## config.mk

```make
export PLATFORM = sky130hd
export DESIGN_NAME = ram_stage_sequencer
export DESIGN_NICKNAME = d
export VERILOG_FILES = /design/src/rtl/ram_seq_pkg.sv /design/src/rtl/ram_port_mux.sv /design/src/rtl/ram_stage_sequencer.sv
export SDC_FILE = /design/constraint.sdc
export NUM_CORES = 1
export LEC_CHECK = 0
export CAP_MARGIN = 40
export CORE_MARGIN = 3
export CORE_UTILIZATION = 32
export DETAILED_ROUTE_END_ITERATION = 16
export DONT_BUFFER_PORTS = 1
export HOLD_SLACK_MARGIN = 0.12
export RECOVER_POWER = 25
export SETUP_SLACK_MARGIN = 0.3
export SLEW_MARGIN = 15
export SYNTH_ARGS = -nofsm -noshare
export SYNTH_HDL_FRONTEND = slang
export SYNTH_SLANG_ARGS = --single-unit
```

## constraint.sdc

```tcl
create_clock -name clk -period 3.6 [get_ports clk]
set_input_delay 0.72 -clock clk [delete_from_list [all_inputs] [get_ports clk]]
set_output_delay 0.72 -clock clk [all_outputs]
set_load 0.1 [all_outputs]
```

## src/rtl/ram_seq_pkg.sv

```systemverilog
// Shared types for the RAM stage sequencer: FSM states, error codes and the
// enabled-stage search used to pick the next RAM owner.
package ram_seq_pkg;

   localparam int unsigned MAX_STAGES = 8;

   typedef enum logic [2:0] {
      S_IDLE,
      S_GRANT,
      S_PULSE,
      S_WAIT,
      S_NEXT,
      S_DONE,
      S_ERR
   } seq_state_t;

   localparam logic [1:0] ERR_NONE        = 2'd0;
   localparam logic [1:0] ERR_SUCCESS_LOW = 2'd1;
   localparam logic [1:0] ERR_TIMEOUT     = 2'd2;

   typedef struct packed {
      logic       found;
      logic [2:0] idx;
   } next_sel_t;

   // Lowest enabled stage index strictly above cur.
   function automatic next_sel_t next_enabled(input logic [MAX_STAGES-1:0] mask,
                                              input logic [2:0]            cur);
      next_sel_t r;
      r.found = 1'b0;
      r.idx   = '0;
      for (int unsigned i = 0; i < MAX_STAGES; i++) begin
         if (!r.found && mask[i] && (i > 32'(cur))) begin
            r.found = 1'b1;
            r.idx   = 3'(i);
         end
      end
      return r;
   endfunction

endpackage

```

## src/rtl/ram_port_mux.sv

```systemverilog
// N:1 combinational mux of client BSRAM ports; controls are gated by grant_valid,
// address/data pass through from the selected client regardless.
module ram_port_mux #(
   parameter int unsigned N  = 2,
   parameter int unsigned AW = 11,
   parameter int unsigned DW = 32
) (
   input  logic            grant_valid,
   input  logic [2:0]      sel,
   input  logic [N-1:0]    cl_oce,
   input  logic [N-1:0]    cl_ce,
   input  logic [N-1:0]    cl_wre,
   input  logic [N*AW-1:0] cl_ad,
   input  logic [N*DW-1:0] cl_din,
   output logic            ram_oce,
   output logic            ram_ce,
   output logic            ram_wre,
   output logic [AW-1:0]   ram_ad,
   output logic [DW-1:0]   ram_din
);

   logic          sel_oce;
   logic          sel_ce;
   logic          sel_wre;
   logic [AW-1:0] sel_ad;
   logic [DW-1:0] sel_din;

   always_comb begin
      sel_oce = 1'b0;
      sel_ce  = 1'b0;
      sel_wre = 1'b0;
      sel_ad  = '0;
      sel_din = '0;
      for (int unsigned i = 0; i < N; i++) begin
         if (sel == 3'(i)) begin
            sel_oce = cl_oce[i];
            sel_ce  = cl_ce[i];
            sel_wre = cl_wre[i];
            sel_ad  = cl_ad[i*AW +: AW];
            sel_din = cl_din[i*DW +: DW];
         end
      end
   end

   assign ram_oce = grant_valid & sel_oce;
   assign ram_ce  = grant_valid & sel_ce;
   assign ram_wre = grant_valid & sel_wre;
   assign ram_ad  = sel_ad;
   assign ram_din = sel_din;

endmodule

```

## src/rtl/ram_stage_sequencer.sv

```systemverilog
// Runs a chain of stages sharing one single-port BSRAM: grants the port to one
// stage at a time, pulses its start and waits for finish/success or timeout.
module ram_stage_sequencer
   import ram_seq_pkg::*;
#(
   parameter int unsigned NUM_STAGES = 2,
   parameter int unsigned AW         = 11,
   parameter int unsigned DW         = 32,
   parameter int unsigned TW         = 24
) (
   input  logic                     clk,
   input  logic                     rst,
   input  logic                     start,
   input  logic                     abort,
   input  logic [NUM_STAGES-1:0]    stage_en,
   input  logic [TW-1:0]            timeout_cycles,
   output logic                     busy,
   output logic                     done,
   output logic                     error,
   output logic [2:0]               err_stage,
   output logic [1:0]               err_code,
   output logic [2:0]               owner,
   output logic                     grant_valid,
   output logic [NUM_STAGES-1:0]    stage_start,
   input  logic [NUM_STAGES-1:0]    stage_finish,
   input  logic [NUM_STAGES-1:0]    stage_success,
   input  logic [NUM_STAGES-1:0]    cl_oce,
   input  logic [NUM_STAGES-1:0]    cl_ce,
   input  logic [NUM_STAGES-1:0]    cl_wre,
   input  logic [NUM_STAGES*AW-1:0] cl_ad,
   input  logic [NUM_STAGES*DW-1:0] cl_din,
   output logic                     ram_oce,
   output logic                     ram_ce,
   output logic                     ram_wre,
   output logic [AW-1:0]            ram_ad,
   output logic [DW-1:0]            ram_din
);

   seq_state_t              state_q, state_d;
   logic [NUM_STAGES-1:0]   mask_q, mask_d;
   logic [2:0]              owner_q, owner_d;
   logic [2:0]              err_stage_q, err_stage_d;
   logic [1:0]              err_code_q, err_code_d;
   logic                    error_q, error_d;
   logic [TW-1:0]           tcnt_q, tcnt_d;

   logic [MAX_STAGES-1:0]   mask_ext;
   logic [MAX_STAGES-1:0]   en_ext;
   next_sel_t               nxt_sel;
   next_sel_t               first_sel;
   logic                    own_finish;
   logic                    own_success;
   logic                    tmo_hit;
   logic                    run_gate;

   assign mask_ext  = MAX_STAGES'(mask_q);
   assign en_ext    = MAX_STAGES'(stage_en);
   assign nxt_sel   = next_enabled(mask_ext, owner_q);
   assign first_sel = next_enabled(en_ext, 3'd0);
   assign tmo_hit   = (timeout_cycles != '0) && (tcnt_q == timeout_cycles - TW'(1));

   always_comb begin
      own_finish  = 1'b0;
      own_success = 1'b0;
      for (int unsigned i = 0; i < NUM_STAGES; i++) begin
         if (owner_q == 3'(i)) begin
            own_finish  = stage_finish[i];
            own_success = stage_success[i];
         end
      end
   end

   always_ff @(posedge clk) begin
      if (rst) begin
         state_q     <= S_IDLE;
         mask_q      <= '0;
         owner_q     <= '0;
         err_stage_q <= '0;
         err_code_q  <= ERR_NONE;
         error_q     <= 1'b0;
         tcnt_q      <= '0;
      end else begin
         state_q     <= state_d;
         mask_q      <= mask_d;
         owner_q     <= owner_d;
         err_stage_q <= err_stage_d;
         err_code_q  <= err_code_d;
         error_q     <= error_d;
         tcnt_q      <= tcnt_d;
      end
   end

   always_comb begin
      state_d     = state_q;
      mask_d      = mask_q;
      owner_d     = owner_q;
      err_stage_d = err_stage_q;
      err_code_d  = err_code_q;
      error_d     = error_q;
      tcnt_d      = tcnt_q;
      // abort outranks finish and timeout, and leaves the error record untouched
      if (abort && (state_q != S_IDLE)) begin
         state_d = S_IDLE;
      end else begin
         case (state_q)
            S_IDLE: begin
               if (start) begin
                  mask_d     = stage_en;
                  error_d    = 1'b0;
                  err_code_d = ERR_NONE;
                  if (stage_en[0]) begin
                     state_d = S_GRANT;
                     owner_d = '0;
                  end else if (first_sel.found) begin
                     state_d = S_GRANT;
                     owner_d = first_sel.idx;
                  end else begin
                     state_d = S_DONE;
                  end
               end
            end
            S_GRANT: state_d = S_PULSE;
            S_PULSE: begin
               tcnt_d  = '0;
               state_d = S_WAIT;
            end
            S_WAIT: begin
               tcnt_d = tcnt_q + TW'(1);
               if (own_finish) begin
                  if (own_success) begin
                     state_d = S_NEXT;
                  end else begin
                     state_d     = S_ERR;
                     error_d     = 1'b1;
                     err_stage_d = owner_q;
                     err_code_d  = ERR_SUCCESS_LOW;
                  end
               end else if (tmo_hit) begin
                  state_d     = S_ERR;
                  error_d     = 1'b1;
                  err_stage_d = owner_q;
                  err_code_d  = ERR_TIMEOUT;
               end
            end
            S_NEXT: begin
               if (nxt_sel.found) begin
                  state_d = S_GRANT;
                  owner_d = nxt_sel.idx;
               end else begin
                  state_d = S_DONE;
               end
            end
            S_DONE:  state_d = S_IDLE;
            S_ERR:   state_d = S_IDLE;
            default: state_d = S_IDLE;
         endcase
      end
   end

   // Port release does not wait for the edge when abort or reset is raised.
   assign run_gate    = !abort && !rst;
   assign grant_valid = (state_q inside {S_GRANT, S_PULSE, S_WAIT}) && run_gate;
   assign busy        = state_q inside {S_GRANT, S_PULSE, S_WAIT, S_NEXT};
   assign done        = (state_q == S_DONE) && !abort;
   assign error       = error_q;
   assign err_stage   = err_stage_q;
   assign err_code    = err_code_q;
   assign owner       = owner_q;

   always_comb begin
      stage_start = '0;
      for (int unsigned i = 0; i < NUM_STAGES; i++) begin
         if ((state_q == S_PULSE) && (owner_q == 3'(i)) && run_gate) begin
            stage_start[i] = 1'b1;
         end
      end
   end

   ram_port_mux #(
      .N  (NUM_STAGES),
      .AW (AW),
      .DW (DW)
   ) u_mux (
      .grant_valid (grant_valid),
      .sel         (owner_q),
      .cl_oce      (cl_oce),
      .cl_ce       (cl_ce),
      .cl_wre      (cl_wre),
      .cl_ad       (cl_ad),
      .cl_din      (cl_din),
      .ram_oce     (ram_oce),
      .ram_ce      (ram_ce),
      .ram_wre     (ram_wre),
      .ram_ad      (ram_ad),
      .ram_din     (ram_din)
   );

endmodule

```

* After elaboration in Yosys (flattened, before gate mapping)
Cells that the tools add are included.
** Storage, ports and cells
- Bits in registers :: 38
- Input port bits :: 126
- Output and inout port bits :: 60
- Word-level logic and storage cells :: 101
** Cells by class
- Add/sub/neg operators :: 2
- Magnitude comparators :: 1
- Equal/unequal tests :: 13
- Multiplexer cells :: 45
- Bitwise operators :: 4
- Reductions and logical operators :: 29
** Operators by type and width (count)
- $mux W32 :: 2
- $pmux W24 S2 :: 1
- $mux W3 :: 13
- $add A24 B1 Y24 const B :: 1
- $eq A24 B24 Y1 :: 1
- $reduce_bool A24 Y1 :: 1
- $sub A24 B1 Y24 const B :: 1
- $mux W11 :: 2
- $mux W1 :: 16
- $pmux W3 S5 :: 1
- $logic_and A1 B1 Y1 :: 10
- $mux W2 :: 5
- $reduce_and A5 Y1 :: 2
- $ne A3 B3 Y1 const B :: 3
- $mux W4 :: 2
- $reduce_bool A2 Y1 :: 4
- $eq A3 B1 Y1 const B :: 2
- $eq A3 B2 Y1 const B :: 2
- $eq A3 B3 Y1 const B :: 2
- $logic_not A3 Y1 :: 2
- $ne A2 B2 Y1 const B :: 3
- $pmux W3 S2 :: 1
- $reduce_bool A3 Y1 :: 2
- $pmux W2 S2 :: 1
- other kinds (10) :: 14

* Depth between registers and ports, before layout
Gate-level depths: netlist of the first run.
- Depth after elaboration :: 6
- Gate-level depth with buffers :: 11
- Gate-level depth less buffers :: 10

* Hierarchy
From an unflattened synthesis of the first run, not the netlist that was laid out.
** Unflattened totals
- Cells, all modules :: 484
- Area, all modules :: 3475.8 µm²
** By module, submodules not included
- ram_stage_sequencer :: instances 1, cells each 380, area each 2715.1 µm², sequential area each 660.6 µm²
- ram_port_mux :: instances 1, cells each 104, area each 760.7 µm², sequential area each 0.0 µm²

* Least setup slack after synthesis of the first run
Ideal clock, no wire load.
- Path kind :: reg-to-output
- Start :: reg owner_q[0] (netlist: owner[0])
- End :: out stage_start[1]
- Data arrival time :: 4.782 ns
- Required time :: 2.880 ns
- Path slack :: -1.902 ns
- Stages on the path, launching flop included :: 4
- Path buffers :: 2
- Cells stage by stage :: dfxtp_1 -> clkbuf_1 -> buf_1 -> nor4b_1
** On the way
- Cells in the longest elaborated chain, start to end :: 4
** RTL lines
- from (decl) :: RTL line ram_stage_sequencer.sv:41 : logic [2:0] owner_q, owner_d;
- from (signal assigned) :: RTL line ram_stage_sequencer.sv:85 : owner_q <= owner_d;
- $eq A3 B1 Y1 :: RTL line ram_stage_sequencer.sv:173 : if ((state_q == S_PULSE) && (owner_q == 3'(i)) && run_gate) begin
- $logic_and A1 B1 Y1 (2 in a row) :: RTL line ram_stage_sequencer.sv:173
- $mux W1 :: RTL line ram_stage_sequencer.sv:173
- to (decl) :: RTL line ram_stage_sequencer.sv:24 : output logic [NUM_STAGES-1:0] stage_start,
Every way passes these cells.

* Worst setup path after layout of the first run
- Start :: in timeout_cycles[3]
- End :: reg state_q[2]
** On the way
- Cells in the longest elaborated chain, start to end :: 5
- Elaborated cells between the ends (all ways) :: 6
- Classes of those cells :: 1 x add/sub; 2 x eq/ne; 3 x reduce/logical
** RTL lines
- from (decl) :: RTL line ram_stage_sequencer.sv:16 : input logic [TW-1:0] timeout_cycles,
- $sub A24 B1 Y24 :: RTL line ram_stage_sequencer.sv:60 : assign tmo_hit = (timeout_cycles != '0) && (tcnt_q == timeout_cycles - TW'(1));
- $eq A24 B24 Y1 :: RTL line ram_stage_sequencer.sv:60
- $logic_and A1 B1 Y1 * :: RTL line ram_stage_sequencer.sv:60
- $ne A3 B3 Y1 (no source line) *
- $reduce_and A2 Y1 (no source line) *
- to (signal assigned) :: RTL line ram_stage_sequencer.sv:83 : state_q <= state_d;
- to (decl) :: RTL line ram_stage_sequencer.sv:39 : seq_state_t state_q, state_d;
Mark *: on every way between the ends. The rest lies on a longest branch, timed or not.
A chain may end at the register's enable or synchronous reset.

==> results of run 1 <==
## registers in the layout (all words and copies together), names as in the netlist
register,count
mask_q,1
error,1
state_q,3
err_stage,1
err_code,2
tcnt_q,24
owner,1
## routing by layer
metal	vias up	GRT usage [%]	share of wire (%)
met2	100	23.34	42
met1	1456	24.23	48
met4	0	3.014	0.61
met5	-	0	0
li1	1550	-	-
met3	6	5.659	8.9
## final timing paths
kind	slack, ns	startpoint	depth (start not counted)	endpoint
max	0.41	timeout_cycles[3]	8	state_q[2]$_SDFFE_PP0P_
min	0.45	mask_q[1]$_SDFFE_PP0P_	2	mask_q[1]$_SDFFE_PP0P_
max reg2reg	0.69	tcnt_q[9]$_SDFFE_PP0P_	8	state_q[2]$_SDFFE_PP0P_
min reg2reg	0.45	mask_q[1]$_SDFFE_PP0P_	2	mask_q[1]$_SDFFE_PP0P_
## cell families (layout without fill, tap and decap cells)
logic type / Yosys count / count (layout)
AND/OR/NAND/NOR: 187 / 187
XOR/XNOR: 34 / 34
adder cells (fa/ha/maj): 2 / 2
flip-flops: 33 / 33
multiplexers: 50 / 50
AO/OA/AOI/OAI: 79 / 79
other: 1 / 5
buffers and inverters: 41 / 38
## power by group through the flow
stage	combinational [mW]	clock (mW)	sequential [mW]
finish	0.650	0.283	0.397
global route	0.670	0.304	0.399
CTS	0.652	0.289	0.397
detailed placement	0.650	0	0.405
global placement	0.649	0	0.404
floorplan	0.625	0	0.390
## tightest hold or removal path, delay by kind of cell, from the launching register on
kind / cells / cell delay, ns
simple gates: 1 / 0.05
flops: 1 / 0.31
compound gates: 1 / 0.05
## Yosys cell counts (2+ instances only)
cell       number  area (um^2)
nor3_1         17        85.08
nor2b_1         7        43.79
ha_1            2        25.02
nor2_1         43        161.4
or2_2           3        18.77
inv_1          11        41.29
a31oi_1         3        18.77
nand3_1        16        80.08
o211ai_1        6        45.04
mux2_2         43        484.2
dfxtp_1        33        660.6
nor3_2          2        20.02
nand2b_1        6        37.54
and3_1          5        31.28
a21oi_1        22        110.1
nor4b_1         2        17.52
xor2_1         13        113.9
nand2_1        33        123.9
a211oi_1        4        30.03
nor4_1         12        75.07
xnor2_1        21        183.9
nand4_1         6        37.54
o311a_1         2        20.02
a22oi_1         4        30.03
or4_1          10        75.07
and4_1          3        26.28
o2111ai_1       2        17.52
clkbuf_1       19        71.32
a31o_2          2        17.52
mux2i_1         7        70.07
buf_4           4        30.03
or3_1          11        68.82
o21ai_0        15        75.07
nand4b_1        2        17.52
and2_1          3        18.77
a2bb2oi_1       3        26.28
buf_1           5        18.77
a21o_1          5        37.54
## cell usage in the layout (no fill, tap or decap), types with 4 or more instances in the layout
| cell | count |
|---|---|
| xor2_1 | 13 |
| nor4_1 | 11 |
| clkbuf_1 | 7 |
| nand4_1 | 6 |
| or4_1 | 10 |
| nor2_1 | 39 |
| conb_1 | 4 |
| o21ai_0 | 15 |
| nand2b_1 | 6 |
| and3_1 | 5 |
| xnor2_1 | 20 |
| mux2_2 | 43 |
| nand3_1 | 16 |
| inv_1 | 11 |
| mux2i_1 | 7 |
| nor3_1 | 17 |
| a211oi_1 | 4 |
| o211ai_1 | 6 |
| buf_4 | 13 |
| dfxtp_1 | 32 |
| nand2_1 | 33 |
| a21oi_1 | 22 |
| or3_1 | 11 |
| a22oi_1 | 4 |
| clkbuf_8 | 6 |
| nor2b_1 | 7 |
| a21o_1 | 5 |
## final cells by class
cell class	count	area, um^2
inverter	12	45.04
tap	133	166.4
fill	1080	6255
timing repair buffer	18	116.4
sequential	33	664.4
antenna	1	2.502
multi-input combinational	356	2480
clock buffer	8	90.09
==> reports/results.txt, run 1 <==
Final instance area = 3565 um^2
Combinational family with the most area after synthesis = simple AND/OR/NAND/NOR gates
Cell Count, Final, Fillers Out = 561
Synth Area in Simple Gates = 30.54%
Skew-Pair Late Insertion Delay = 0.28 ns
RSZ-0062 raised after global routing = false
CTS HTree Levels = 2
Gate Count Post-Synth = 427
WP buf/inv = 0
Switching pwr = 0.6885 mW
First-pass GRT wire length = 15080 um
Mean area per synthesized cell = 7.580 um^2
Port buffer count = 0
Post-cts hold buffer count = 0
Fin crit share = 88.68%
Post-synth EDFFs = 0
DRC viols = 0
Post-synth ARST share = 0%
Sequential cell area fraction in the yosys report = 20.41%
Detailed Route Iter0 Violations = 155
Max Fanout on Critical Path = 7
Yosys reg bits = 33
Crit-path cells = or3_1 > or4_1 > and3_1 > or4_1 > nor4_1 > and4_1 > nor2_2 > a2111oi_4
Utilization after layout = 36.30%
Synth Cell Area = 3237 um^2
Power Internal = 0.6413 mW
Post-route setup slack = 0.4075 ns
CTS Buffer Depth = 2
Hold slack = 0.4544 ns
Total grt overflow = 0
Die area = 11360 um^2
DP HPWL = 8280 um
Rows = 36
Placer congestion estimate = 0.8536
Starting density of the core = 32.96%
CTS tree = done
Critical Path Source Type = input port
Largest net degree at the start of global routing = 55
Min cycle time layout = 3.193 ns
Library cells used by synthesis = 58
Num CTS Buffers = 5
Max Cap Violations = 0
Post-Synth XOR/XNOR Area = 9.200%
Largest delay contributor family on the critical path = simple AND/OR/NAND/NOR gates
Worst path arrival time = 3.37 ns
Overall global routing resource usage = 16.49%
Slowest-stage cell, CP = or4_1
Run status = finished clean
Worst clock skew = 0.006743 ns
Fmax achieved = 313.2 MHz
Placement Setup Slack = 0.1311 ns
Die Span X = 106.6 um
Syn-to-layout area delta = 10.13%
Post-DP Area = 3571 um^2
Largest stage delay, worst path = 0.52 ns
Routed wire length = 9988 um
Postcts setup bufs = 0
Via density = 5.547
Wirelength per Cell = 17.80 um
Kind of critical path = input port to flip-flop
Final antenna-violating net count = 0
CTS root buf = clkbuf_8
Pwr/cell area = 373.1 nW/um^2
HP Class = flip-flop to flip-flop
Clock Pin Slew Worst Setup and Hold Paths = 0.06 ns
Most frequent CP cell = or4_1
YS warnings = 0
Inst Count DP = 552
Crit. End Element = flip-flop
Final setup TNS = 0 ns
Layout cells sized above 1 = 18.97%
Total power = 1.330 mW
VDD IR max = 0.3551 mV
Worst rel slew slack = 20.23%
Die Y = 106.6 um
Routed via count = 3112
Initial antenna violation count = 0
Final net count = 554
Resized Gates After CTS = 0
Synth Area in Adders = 0.7731%
Clock network fraction of design power = 21.3%
Mux share of post-synthesis cell area = 17.12%
Slew Limit Fails = 0
Combinational share of power = 48.9%
Sequential share of power = 29.9%
Final hold viol count = 0
Synth Area in Compound Gates = 16.58%
Pre-antenna DRT Iters = 4
Vias in the first global route = 2906
Worst-margin pin slew = 1.202 ns
Final setup viols = 0
Core area = 9819 um^2
Ys flop type = dfxtp_1
Switch share = 51.78%
I/O pin count = 186
Leakage = 1.102 nW
CTS sink count = 33
Worst Path Required = 3.78 ns
Note: power is estimated with default switching activity, not from simulation.
==> run 2, diff against run 1 <==
--- a/config.mk
+++ b/config.mk
@@ -12,6 +12,7 @@
 export DONT_BUFFER_PORTS = 1
 export HOLD_SLACK_MARGIN = 0.12
 export RECOVER_POWER = 25
+export REMOVE_ABC_BUFFERS = 1
 export SETUP_SLACK_MARGIN = 0.3
 export SLEW_MARGIN = 15
 export SYNTH_ARGS = -nofsm -noshare
==> reports/results.txt, run 2 (same netlist as run 1, synthesis figures left out) <==
Run status = finished clean
Crit. End Element = flip-flop
Pwr/cell area = 367.6 nW/um^2
Skew-Pair Late Insertion Delay = 0.28 ns
DP HPWL = 9627 um
Num CTS Buffers = 5
Critical Path Source Type = input port
Fin crit share = 87.56%
Final hold viol count = 0
Placement Setup Slack = 0.1605 ns
Worst Path Required = 3.79 ns
CTS tree = done
Syn-to-layout area delta = 11.25%
Die Span X = 106.6 um
CTS root buf = clkbuf_8
Postcts setup bufs = 0
Die Y = 106.6 um
Most frequent cells in the layout = 43 x mux2_2, 39 x nor2_1, 33 x nand2_1
Pre-antenna DRT Iters = 4
Via density = 5.677
Min cycle time layout = 3.152 ns
Routed via count = 3213
Port buffer count = 0
Hold Path Origin = mask_q[1]$_SDFFE_PP0P_
RSZ-0062 raised after global routing = false
Placer congestion estimate = 0.8593
Starting density of the core = 32.96%
Rows = 36
CTS Buffer Depth = 2
Fillcell total = 1085
Final antenna-violating net count = 0
Final setup TNS = 0 ns
Post-route setup slack = 0.4477 ns
Worst reg2reg startpoint = tcnt_q[9]$_SDFFE_PP0P_
DRC viols = 0
Reg-to-reg slack, setup = 0.74 ns
Slew Limit Fails = 0
Worst r2r dst = state_q[2]$_SDFFE_PP0P_
CTS HTree Levels = 2
Initial antenna violation count = 3
Clock Pin Slew Worst Setup and Hold Paths = 0.06 ns
VDD IR max = 0.2943 mV
Leakage = 1.123 nW
CTS sink count = 33
CP Launch Point = timeout_cycles[3]
Worst hold endpoint = mask_q[1]$_SDFFE_PP0P_
Total grt overflow = 0
Max Cap Violations = 0
Worst path arrival time = 3.34 ns
Final setup viols = 0
Worst clock skew = 0.008326 ns
Hold Path Depth = 2
Overall global routing resource usage = 19.57%
Fmax achieved = 317.2 MHz
Worst-margin pin slew = 1.173 ns
Final net count = 557
Vias in the first global route = 3007
First-pass GRT wire length = 17170 um
Commonest non-fill, non-tap cell in the layout = mux2_2
Largest net degree at the start of global routing = 55
HP Class = flip-flop to flip-flop
Register name with the most flops = tcnt_q
Layout cells sized above 1 = 19.53%
Core area = 9819 um^2
Largest register FFs = 24
Detailed Route Iter0 Violations = 172
Worst rel slew slack = 22.14%
Kind of critical path = input port to flip-flop
Worst r2r path cells = 8
Routed wire length = 11600 um
Die area = 11360 um^2
Wirelength per Cell = 20.49 um
Max Fanout on Critical Path = 7
I/O pin count = 186
run 2: cell types whose count changed in the layout (fill, tap and decap cells not counted), sizes merged:
cell	delta
buf	+2
clkbuf	+1
diode	+2
run 2: worst max path at each step:
stage | end | slack [ns]
after floorplan | stage_start[1] | -2.38
after global placement | state_q[2]$_SDFFE_PP0P_ | 0.18
final | state_q[2]$_SDFFE_PP0P_ | 0.45
after detailed placement | state_q[2]$_SDFFE_PP0P_ | 0.16
after CTS | state_q[2]$_SDFFE_PP0P_ | 0.44
after global routing | state_q[2]$_SDFFE_PP0P_ | 0.32
run 2: routing by layer:
metal	global-route usage, %	wire length [um]	vias to the layer above
li1	-	-	1554
met1	21.38	4173	1495
met2	35.93	6070	147
met3	4.335	940	17
met4	8.767	415	0
met5	0	0	-
run 2: power by group:
group / switching (mW) / total [mW] / internal [mW]
Sequential: 0.0205 / 0.391 / 0.370
Combinational: 0.551 / 0.670 / 0.119
Clock: 0.126 / 0.263 / 0.137
run 2: through the flow:
step                instance area (um^2)  total power, mW  instances  hold slack, ns  util (%)
global route                        3601            1.363        566          0.4802     36.67
global placement                    3481            1.064        550          0.4338     35.45
finish                              3601            1.324        566          0.4501     36.67
detailed placement                  3591            1.066        554          0.4474     36.57
floorplan                           3123           0.9985        401          0.4257         -
CTS                                 3671            1.331        562          0.4544     37.39
run 2: layout make-up:
cell class	count	area, um^2	share of cell area, %
antenna	3	7.507	0.2085
multi-input combinational	356	2449	68.00
tap	133	166.4	4.621
inverter	12	45.04	1.251
sequential	33	664.4	18.45
timing repair buffer	21	188.9	5.247
clock buffer	8	80.08	2.224
run 2: timing repair:
action	CTS	global route
setup endpoints to repair	0	1
hold buffers	0	0
resized for setup	0	1
endpoints found under the hold margin	0	0
run 2: critical path, stage by stage:
cell and delay (ns):
or3_1 0.37, or4_1 0.52, and3_1 0.15, or4_1 0.50, nor4_1 0.35, and4_2 0.36, nor2_2 0.07, a2111oi_4 0.29
